==> src/rtl/operand_issue_stage_if.sv <==
// Decode/RF/writeback/execute signal bundle for operand_issue_stage.
// The master side is the surrounding pipeline. The slave side is the issue stage.
interface operand_issue_stage_if #(
  parameter int PAYLOAD_W = 32
);
  logic                 in_valid;
  logic                 in_ready;
  logic [4:0]           in_rs1;
  logic [4:0]           in_rs2;
  logic [4:0]           in_rd;
  logic                 in_rd_wen;
  logic [PAYLOAD_W-1:0] in_payload;
  logic [4:0]           ra1;
  logic [4:0]           ra2;
  logic [31:0]          rd1;
  logic [31:0]          rd2;
  logic                 wb_wen;
  logic [4:0]           wb_wa;
  logic [31:0]          wb_wd;
  logic                 flush;
  logic                 out_valid;
  logic                 out_ready;
  logic [31:0]          out_rs1_val;
  logic [31:0]          out_rs2_val;
  logic [4:0]           out_rd;
  logic                 out_rd_wen;
  logic [PAYLOAD_W-1:0] out_payload;

  modport master (
    output in_valid, in_rs1, in_rs2, in_rd, in_rd_wen, in_payload,
    output rd1, rd2, wb_wen, wb_wa, wb_wd, flush, out_ready,
    input  in_ready, ra1, ra2,
    input  out_valid, out_rs1_val, out_rs2_val, out_rd, out_rd_wen, out_payload
  );

  modport slave (
    input  in_valid, in_rs1, in_rs2, in_rd, in_rd_wen, in_payload,
    input  rd1, rd2, wb_wen, wb_wa, wb_wd, flush, out_ready,
    output in_ready, ra1, ra2,
    output out_valid, out_rs1_val, out_rs2_val, out_rd, out_rd_wen, out_payload
  );
endinterface

==> src/rtl/operand_issue_stage.sv <==
// Issue stage: RF read, RAW/WAW scoreboard, one ID/EX slot (1-cycle latency, holds while !out_ready).
// WB_BYPASS_EN forwards the same-cycle writeback to issuing sources instead of stalling a cycle.
module operand_issue_stage #(
  parameter int PAYLOAD_W = 32
) (
  input logic                  clk,
  input logic                  reset,
  operand_issue_stage_if.slave io
);
  logic [31:1]          r_busy;
  logic                 r_out_valid;
  logic [31:0]          r_rs1_val;
  logic [31:0]          r_rs2_val;
  logic [4:0]           r_rd;
  logic                 r_rd_wen;
  logic [PAYLOAD_W-1:0] r_payload;

  logic [31:0] w_busy;
  logic [31:1] w_busy_nxt;
  logic        w_byp1;
  logic        w_byp2;
  logic        w_hazard;
  logic        w_slot_free;
  logic        w_ready;
  logic        w_fire;
  logic [31:0] w_op1;
  logic [31:0] w_op2;

  // x0 never has a pending writer, so bit 0 is hard-wired low
  assign w_busy = {r_busy, 1'b0};

`ifdef WB_BYPASS_EN
  logic w_clr1;
  logic w_clr2;
  assign w_clr1 = io.wb_wen && (io.wb_wa == io.in_rs1) && (io.in_rs1 != 5'd0);
  assign w_clr2 = io.wb_wen && (io.wb_wa == io.in_rs2) && (io.in_rs2 != 5'd0);
  assign w_byp1 = w_clr1;
  assign w_byp2 = w_clr2;
  assign w_op1  = (io.in_rs1 == 5'd0) ? 32'd0 : (w_byp1 ? io.wb_wd : io.rd1);
  assign w_op2  = (io.in_rs2 == 5'd0) ? 32'd0 : (w_byp2 ? io.wb_wd : io.rd2);
`else
  assign w_byp1 = 1'b0;
  assign w_byp2 = 1'b0;
  assign w_op1  = (io.in_rs1 == 5'd0) ? 32'd0 : io.rd1;
  assign w_op2  = (io.in_rs2 == 5'd0) ? 32'd0 : io.rd2;
`endif

  // A destination still owned by an in-flight writer stalls, keeping one writer per register
  assign w_hazard = ((io.in_rs1 != 5'd0) && w_busy[io.in_rs1] && !w_byp1) ||
                    ((io.in_rs2 != 5'd0) && w_busy[io.in_rs2] && !w_byp2) ||
                    (io.in_rd_wen && (io.in_rd != 5'd0) && w_busy[io.in_rd]);

  assign w_slot_free = !r_out_valid || io.out_ready;
  assign w_ready     = w_slot_free && !w_hazard && !io.flush;
  assign w_fire      = io.in_valid && w_ready;

  always_comb begin
    w_busy_nxt = r_busy;
    if (io.wb_wen && (io.wb_wa != 5'd0)) begin
      w_busy_nxt[io.wb_wa] = 1'b0;
    end
    if (io.flush && r_out_valid && r_rd_wen && (r_rd != 5'd0)) begin
      w_busy_nxt[r_rd] = 1'b0;
    end
    // applied last so a new writer wins over a same-cycle writeback
    if (w_fire && io.in_rd_wen && (io.in_rd != 5'd0)) begin
      w_busy_nxt[io.in_rd] = 1'b1;
    end
  end

  always_ff @(posedge clk) begin
    if (reset) begin
      r_busy      <= '0;
      r_out_valid <= 1'b0;
      r_rs1_val   <= '0;
      r_rs2_val   <= '0;
      r_rd        <= '0;
      r_rd_wen    <= 1'b0;
      r_payload   <= '0;
    end else begin
      r_busy <= w_busy_nxt;
      if (io.flush) begin
        r_out_valid <= 1'b0;
      end else if (w_fire) begin
        r_out_valid <= 1'b1;
        r_rs1_val   <= w_op1;
        r_rs2_val   <= w_op2;
        r_rd        <= io.in_rd;
        r_rd_wen    <= io.in_rd_wen;
        r_payload   <= io.in_payload;
      end else if (io.out_ready) begin
        r_out_valid <= 1'b0;
      end
    end
  end

  assign io.in_ready    = w_ready;
  assign io.ra1         = io.in_rs1;
  assign io.ra2         = io.in_rs2;
  assign io.out_valid   = r_out_valid;
  assign io.out_rs1_val = r_rs1_val;
  assign io.out_rs2_val = r_rs2_val;
  assign io.out_rd      = r_rd;
  assign io.out_rd_wen  = r_rd_wen;
  assign io.out_payload = r_payload;
endmodule

==> src/flat_wrapper.sv <==
// flat-port wrapper written by rule: the top's interface ports become plain ports
module operand_issue_stage_flat 
#(
  parameter int PAYLOAD_W = 32
)
  (clk, reset, io_in_valid, io_in_rs1, io_in_rs2, io_in_rd, io_in_rd_wen, io_in_payload, io_rd1, io_rd2, io_wb_wen, io_wb_wa, io_wb_wd, io_flush, io_out_ready, io_in_ready, io_ra1, io_ra2, io_out_valid, io_out_rs1_val, io_out_rs2_val, io_out_rd, io_out_rd_wen, io_out_payload);
  operand_issue_stage_if #(.PAYLOAD_W(PAYLOAD_W)) io_i ();
  input logic clk;
  input logic reset;
  input wire logic [$bits(io_i.in_valid)-1:0] io_in_valid;
  input wire logic [$bits(io_i.in_rs1)-1:0] io_in_rs1;
  input wire logic [$bits(io_i.in_rs2)-1:0] io_in_rs2;
  input wire logic [$bits(io_i.in_rd)-1:0] io_in_rd;
  input wire logic [$bits(io_i.in_rd_wen)-1:0] io_in_rd_wen;
  input wire logic [$bits(io_i.in_payload)-1:0] io_in_payload;
  input wire logic [$bits(io_i.rd1)-1:0] io_rd1;
  input wire logic [$bits(io_i.rd2)-1:0] io_rd2;
  input wire logic [$bits(io_i.wb_wen)-1:0] io_wb_wen;
  input wire logic [$bits(io_i.wb_wa)-1:0] io_wb_wa;
  input wire logic [$bits(io_i.wb_wd)-1:0] io_wb_wd;
  input wire logic [$bits(io_i.flush)-1:0] io_flush;
  input wire logic [$bits(io_i.out_ready)-1:0] io_out_ready;
  output wire logic [$bits(io_i.in_ready)-1:0] io_in_ready;
  output wire logic [$bits(io_i.ra1)-1:0] io_ra1;
  output wire logic [$bits(io_i.ra2)-1:0] io_ra2;
  output wire logic [$bits(io_i.out_valid)-1:0] io_out_valid;
  output wire logic [$bits(io_i.out_rs1_val)-1:0] io_out_rs1_val;
  output wire logic [$bits(io_i.out_rs2_val)-1:0] io_out_rs2_val;
  output wire logic [$bits(io_i.out_rd)-1:0] io_out_rd;
  output wire logic [$bits(io_i.out_rd_wen)-1:0] io_out_rd_wen;
  output wire logic [$bits(io_i.out_payload)-1:0] io_out_payload;
  assign io_i.in_valid = io_in_valid;
  assign io_i.in_rs1 = io_in_rs1;
  assign io_i.in_rs2 = io_in_rs2;
  assign io_i.in_rd = io_in_rd;
  assign io_i.in_rd_wen = io_in_rd_wen;
  assign io_i.in_payload = io_in_payload;
  assign io_i.rd1 = io_rd1;
  assign io_i.rd2 = io_rd2;
  assign io_i.wb_wen = io_wb_wen;
  assign io_i.wb_wa = io_wb_wa;
  assign io_i.wb_wd = io_wb_wd;
  assign io_i.flush = io_flush;
  assign io_i.out_ready = io_out_ready;
  assign io_in_ready = io_i.in_ready;
  assign io_ra1 = io_i.ra1;
  assign io_ra2 = io_i.ra2;
  assign io_out_valid = io_i.out_valid;
  assign io_out_rs1_val = io_i.out_rs1_val;
  assign io_out_rs2_val = io_i.out_rs2_val;
  assign io_out_rd = io_i.out_rd;
  assign io_out_rd_wen = io_i.out_rd_wen;
  assign io_out_payload = io_i.out_payload;
  operand_issue_stage #(.PAYLOAD_W(PAYLOAD_W)) u_core (.clk(clk), .reset(reset), .io(io_i));
endmodule
==> config.mk <==
export PLATFORM = sky130hd
export DESIGN_NAME = operand_issue_stage_flat
export DESIGN_NICKNAME = d
export VERILOG_FILES = /design/src/rtl/operand_issue_stage_if.sv /design/src/rtl/operand_issue_stage.sv /design/src/flat_wrapper.sv
export SDC_FILE = /design/constraint.sdc
export NUM_CORES = 1
export LEC_CHECK = 0
export CAP_MARGIN = 20
export CORE_ASPECT_RATIO = 0.75
export CORE_MARGIN = 4
export CORE_UTILIZATION = 40
export DETAILED_ROUTE_END_ITERATION = 10
export PLACE_DENSITY = 0.77
export SYNTH_ARGS = -nofsm -noshare
export SYNTH_HDL_FRONTEND = slang
export SYNTH_SLANG_ARGS = --single-unit
export TNS_END_PERCENT = 100
==> constraint.sdc <==
create_clock -name clk -period 2.9 [get_ports clk]
set_input_delay 0.58 -clock clk [delete_from_list [all_inputs] [get_ports clk]]
set_output_delay 0.58 -clock clk [all_outputs]
set_load 0.01 [all_outputs]
Yosys cells after proc, flatten, opt, wreduce, memory -nomap -nowiden. Index checks and enable logic that the tools add are counted. W data, S select, Z words.

Bits in registers: 134. Bits in latches: 0. Bits in writable memories: 0. Memory bits (read-only): 0. Output and inout bits: 114. Memories kept: 0.

Add/sub/neg operators: 0. Multipliers: 0. Divide/modulo/power cells: 0. Magnitude comparators: 8. Eq/ne operators: 0. Shifts and indexed selects: 0. Multiplexer cells: 19. Bitwise logic cells: 6. Reductions and logical operators: 32.

Operators with widths (count): $mux W31 (3); $mux W32 (2); $and A31 B31 Y31 (2); $not A31 Y31 (2); $or A31 B31 Y31 (1); $lt A5 B6 Y1 const B (5); $reduce_bool A5 Y1 (5); $logic_and A1 B1 Y1 (16); $bmux W1 S5 (3); $demux W1 S5 (3); $ge A5 B1 Y1 const B (3); $logic_not A5 Y1 (2); $mux W1 (8); $logic_not A1 Y1 (3); $logic_or A1 B1 Y1 (3); $reduce_and A2 Y1 (1); $reduce_bool A2 Y1 (1); $reduce_or A2 Y1 (1); $not A1 Y1 (1).

Logic depth before layout (Yosys ltp).
Depth after elaboration: 12. Mapped depth: 11. Depth with buffers taken out: 7.

Worst setup path before layout. No wires, ideal clock.

Path kind: input-to-output. Start point: input io_in_rs2[0]. End point: output io_in_ready. Data arrival time: 2340 ps. Data required time: 2320 ps. Path slack: -20 ps. Stages: 10. Path buffers: 4. Path through: buf_6 > mux4_2 > mux2i_1 > o22ai_1 > nor3_1 > and3_1 > buf_6 > buf_6 > buf_4 > a21boi_1.

Word-level cells in the longest chain between the ends: 8.

RTL lines: start, declared (line flat_wrapper.sv:12) `input wire logic [$bits(io_i.in_rs2)-1:0] io_in_rs2;`; $bmux W1 S5 (line operand_issue_stage.sv:50) `((io.in_rs2 != 5'd0) && w_busy[io.in_rs2] && !w_byp2) ||`; $mux W1 (implied by the code) (line operand_issue_stage.sv:50); $logic_and A1 B1 Y1 * (line operand_issue_stage.sv:50); $logic_or A1 B1 Y1 * (line operand_issue_stage.sv:49) `assign w_hazard = ((io.in_rs1 != 5'd0) && w_busy[io.in_rs1] && !w_byp1) ||`; $logic_or A1 B1 Y1 * (line operand_issue_stage.sv:50); $logic_not A1 Y1 * (line operand_issue_stage.sv:54) `assign w_ready = w_slot_free && !w_hazard && !io.flush;`; $logic_and A1 B1 Y1 * (2 in series) (line operand_issue_stage.sv:54); end, declared (line flat_wrapper.sv:23) `output wire logic [$bits(io_i.in_ready)-1:0] io_in_ready;`.

Every way passes the cells marked *; elsewhere a longest branch is shown, timed or not. The select of a mux whose other input is x is not followed.

Worst setup path in the final report.
Start point: input io_in_rs1[0]. End point: output io_in_ready.

Word-level cells in the longest chain between the ends: 8.

RTL lines: start, declared (line flat_wrapper.sv:11) `input wire logic [$bits(io_i.in_rs1)-1:0] io_in_rs1;`; $bmux W1 S5 (line operand_issue_stage.sv:49); $mux W1 (implied by the code) (line operand_issue_stage.sv:49); $logic_and A1 B1 Y1 * (line operand_issue_stage.sv:49); $logic_or A1 B1 Y1 * (line operand_issue_stage.sv:49); $logic_or A1 B1 Y1 * (line operand_issue_stage.sv:50); $logic_not A1 Y1 * (line operand_issue_stage.sv:54); $logic_and A1 B1 Y1 * (2 in series) (line operand_issue_stage.sv:54).

Marked as above.

==> summary.md <==
| Metric | Value |
|---|---|
| Maximum buffer depth of the clock tree | `2` |
| Worst slack at placement | `-0.832 ns` |
| Ports | `269` |
| Area Growth Syn to Fin | `52.3%` |
| Fmax | `346 MHz` |
| Die Width | `159 um` |
| Synth Area in Compound Gates | `0.182` |
| Port Buffers | `236` |
| Final ANT Viol Nets | `0` |
| Nets | `~1200` |
| Vias in the first global route | `6569` |
| Core Box Area | `16800 um2` |
| RSZ-0062 raised after global routing | `true` |
| Area leader, netlist | `dfxtp_1` |
| Metal-1 WL | `between 9000 and 10000 um` |
| Setup-failing EPs final | `0` |
| WHS Path Cells | `2` |
| CTS Buf Count | `17` |
| Max_cap viols | `0` |
| Setup TNS | `0 ns` |
| CTS root buffer | `clkbuf_16` |
| Grt total ovfl | `0` |
| Final hold vios | `0` |
| Mux cell area share after synthesis | `0.168` |
| Number of synthesized register bits | `134` |
| Layout cells sized above 1 | `0.201` |
| Yosys warning count | `0` |
| Post-route worst setup slack | `0.0109 ns` |
| RR Endpoint | `u_core.r_busy[29]` |
| Type of the tightest min-delay check | `flop to flop` |
| Ys async rst share | `0` |
| Detailed Route WL | `22700 um` |
| Crit path kind | `primary input to output port` |
| Mapped Avg Cell Area | `roughly 9 um2` |
| Xor and xnor area share after synthesis | `0` |
| Top area cells in the synthesized netlist | `dfxtp_1, mux2i_1, nand2_1` |
| First-pass GRT wire length | `35800 um` |
| Clock Latency Late Sink | `around 0.41 ns` |
| Max VDD drop | `383 uV` |
| Met3 routed WL | `~2400 um` |
| N_diodes | `0` |
| Post-layout util | `0.620` |
| Launch point of the worst reg-to-reg path | `u_core.r_busy[23]` |
| Largest family of logic cells by synthesized area | `simple AND/OR/NAND/NOR gates` |
| Post-synth EDFFs | `0` |
| Final min period | `2.89 ns` |
| Core Rows | `41` |
| Via Count | `roughly 6800` |
| Leakage | `between 4 and 5 nW` |
| Met2 wire len | `10000 um` |
| Cells after Synth | `roughly 750` |
| Syn nets | `902` |
| Slew headroom | `0.627` |
| Detailed placer's ending HPWL | `around 16000 um` |
| Reg2reg setup slack | `approximately 0.25 ns` |
| CTS Hold Buffers Added | `0` |
| Most used DFF post-synth | `dfxtp_1` |
| Pwr per Cell Area | `between 400 and 500 nW/um2` |
| Pre-antenna DRT Iters | `5` |
| Die Y | `between 100 and 150 um` |
| Status | `completed` |
| Fillers | `approximately 1400` |
| Initial antenna violation count | `0` |
| Die area | `approximately 19000 um2` |
| Synth top area share | `0.392` |
| Hold Path Origin | `u_core.io.out_rs2_val[17]` |
| Top Layer Used | `met4` |
| GP Congestion | `0.971` |
| DR vias/cell | `roughly 5.5` |
| Cell Area, Synth | `6850 um2` |
| Slew Viols, Final | `0` |
| Clock transition at path regs | `0.06 ns` |
| Critical Path RT | `2.32 ns` |
| Initial Utilization | `0.407` |
| Most common cell after layout, fill and taps aside | `clkdlybuf4s50_1` |
| Reg2Reg Depth | `11` |
| Starting DRC count in detailed routing | `670` |
| TritonCTS clock tree | `built` |
| DR WL/cell | `between 15 and 20 um` |
| # DRC | `0` |
| Largest net degree at the start of global routing | `64` |
| CP endpoint kind | `output port` |
| Least-Margin Pin Slew | `0.560 ns` |
| Yosys cell types | `45` |
| GRT Resource Usage Total | `0.229` |
| Critical path fanouts, max | `5` |
| Crit share post-route | `0.996` |
| Crit path launch type | `primary input` |
| CTS sink cnt | `134` |
| Total Power | `slightly below 5 mW` |
| Sequential area share after synthesis | `0.392` |
| Synth Area in Adders | `0` |
| Worst clock skew | `0.00879 ns` |
| Worst Path Arrival | `2.31 ns` |
| CTS H-tree depth | `4` |
| Commonest non-fill, non-tap cells in the layout | `clkdlybuf4s50_1, nand2_1, dfxtp_1, mux2i_1, buf_4` |
| Post-Synth Simple-Gate Area | `0.194` |
| Hold endpoint | `u_core.io.out_rs2_val[17]` |
worst max-delay path, cell delays in order:
cell and delay (ns):
buf_6 0.07, buf_6 0.11, mux4_2 0.51, mux2i_1 0.16, o22ai_1 0.12, nor3_1 0.20, and3_4 0.25, a21boi_2 0.15
buf_2 0.15
cell type report:
type                       count  area, um2  area share
clock buffer                  17        425      0.0408
clock inverter                13       87.6     0.00840
inverter                       4       15.0     0.00144
multi-input combinational    536       3800       0.364
sequential                   134       2680       0.257
tap                          215        269      0.0258
timing repair buffer         319       3150       0.302
routing by layer:
metal | GRT usage | up-vias
li1 | - | 3226
met5 | 0 | -
met1 | 0.303 | 3196
met2 | 0.350 | 339
met3 | 0.0852 | 55
met4 | 0.0683 | 0
flip-flops by register name, indices dropped and copies added (netlist names):
register	count
u_core.io.out_rd	5
u_core.io.out_rs1_val	32
u_core.io.out_payload	32
u_core.r_busy	31
u_core.io.out_rs2_val	32
u_core.io.out_rd_wen	1
u_core.io.out_valid	1
cell usage after synthesis (all sizes together) (4+ instances only):
master / count
or3b: 6
o21ai: 8
nand3b: 13
nor4: 4
clkbuf: 29
nand2: 139
mux2: 4
o22ai: 6
o221ai: 11
or2: 10
a21bo: 37
a21oi: 44
o31ai: 25
dfxtp: 134
o2111ai: 20
nor3b: 4
nand3: 46
nand2b: 4
or3: 14
mux4: 12
nor2b: 18
buf: 44
inv: 4
nor2: 8
mux2i: 83
how the worst max path moves through the flow:
stage / endpoint / slack [ns] / cells past startpoint / startpoint
after floorplan: io_in_ready / 0.03 / 10 / io_in_rs2[0]
after global placement: io_in_ready / -0.81 / 9 / io_in_rs2[0]
after detailed placement: io_in_ready / -0.83 / 9 / io_in_rs2[0]
after CTS: io_in_ready / 0.005 / 10 / io_in_rs2[1]
after global routing: io_in_ready / -0.08 / 9 / io_in_rs1[0]
final: io_in_ready / 0.01 / 9 / io_in_rs1[0]
power by group:
group          internal (mW)  switching (mW)
Sequential              1.93          0.0537
Combinational          0.553           0.444
Clock                   1.08           0.824
Total                   3.56            1.32
logic make-up (layout without fill, tap and decap cells):
group	Yosys count	after routing
simple gates	273	273
buf+inv	77	353
compound gates	164	164
flops	134	134
mux	99	99
per-stage QoR:
step / hold WS [ns] / std cells / instance area (um2)
3_5_place_dp: 0.451 / 1201 / 9770
4_1_cts: 0.460 / 1234 / 10400
5_1_grt: 0.478 / 1238 / 10400
3_3_place_gp: 0.443 / 1201 / 9770
2_1_floorplan: 0.479 / 747 / 6850
6_report: 0.457 / 1238 / 10400
what timing repair did:
| action | 4_1_cts | 5_1_grt |
|---|---|---|
| gates resized for setup | 48 | 12 |
| pin swaps | 6 | 5 |
| cloned | 1 | 0 |
| setup buffers | 3 | 4 |
| setup endpoints to repair | 130 | 40 |
Power figures use the tool's default switching activity.
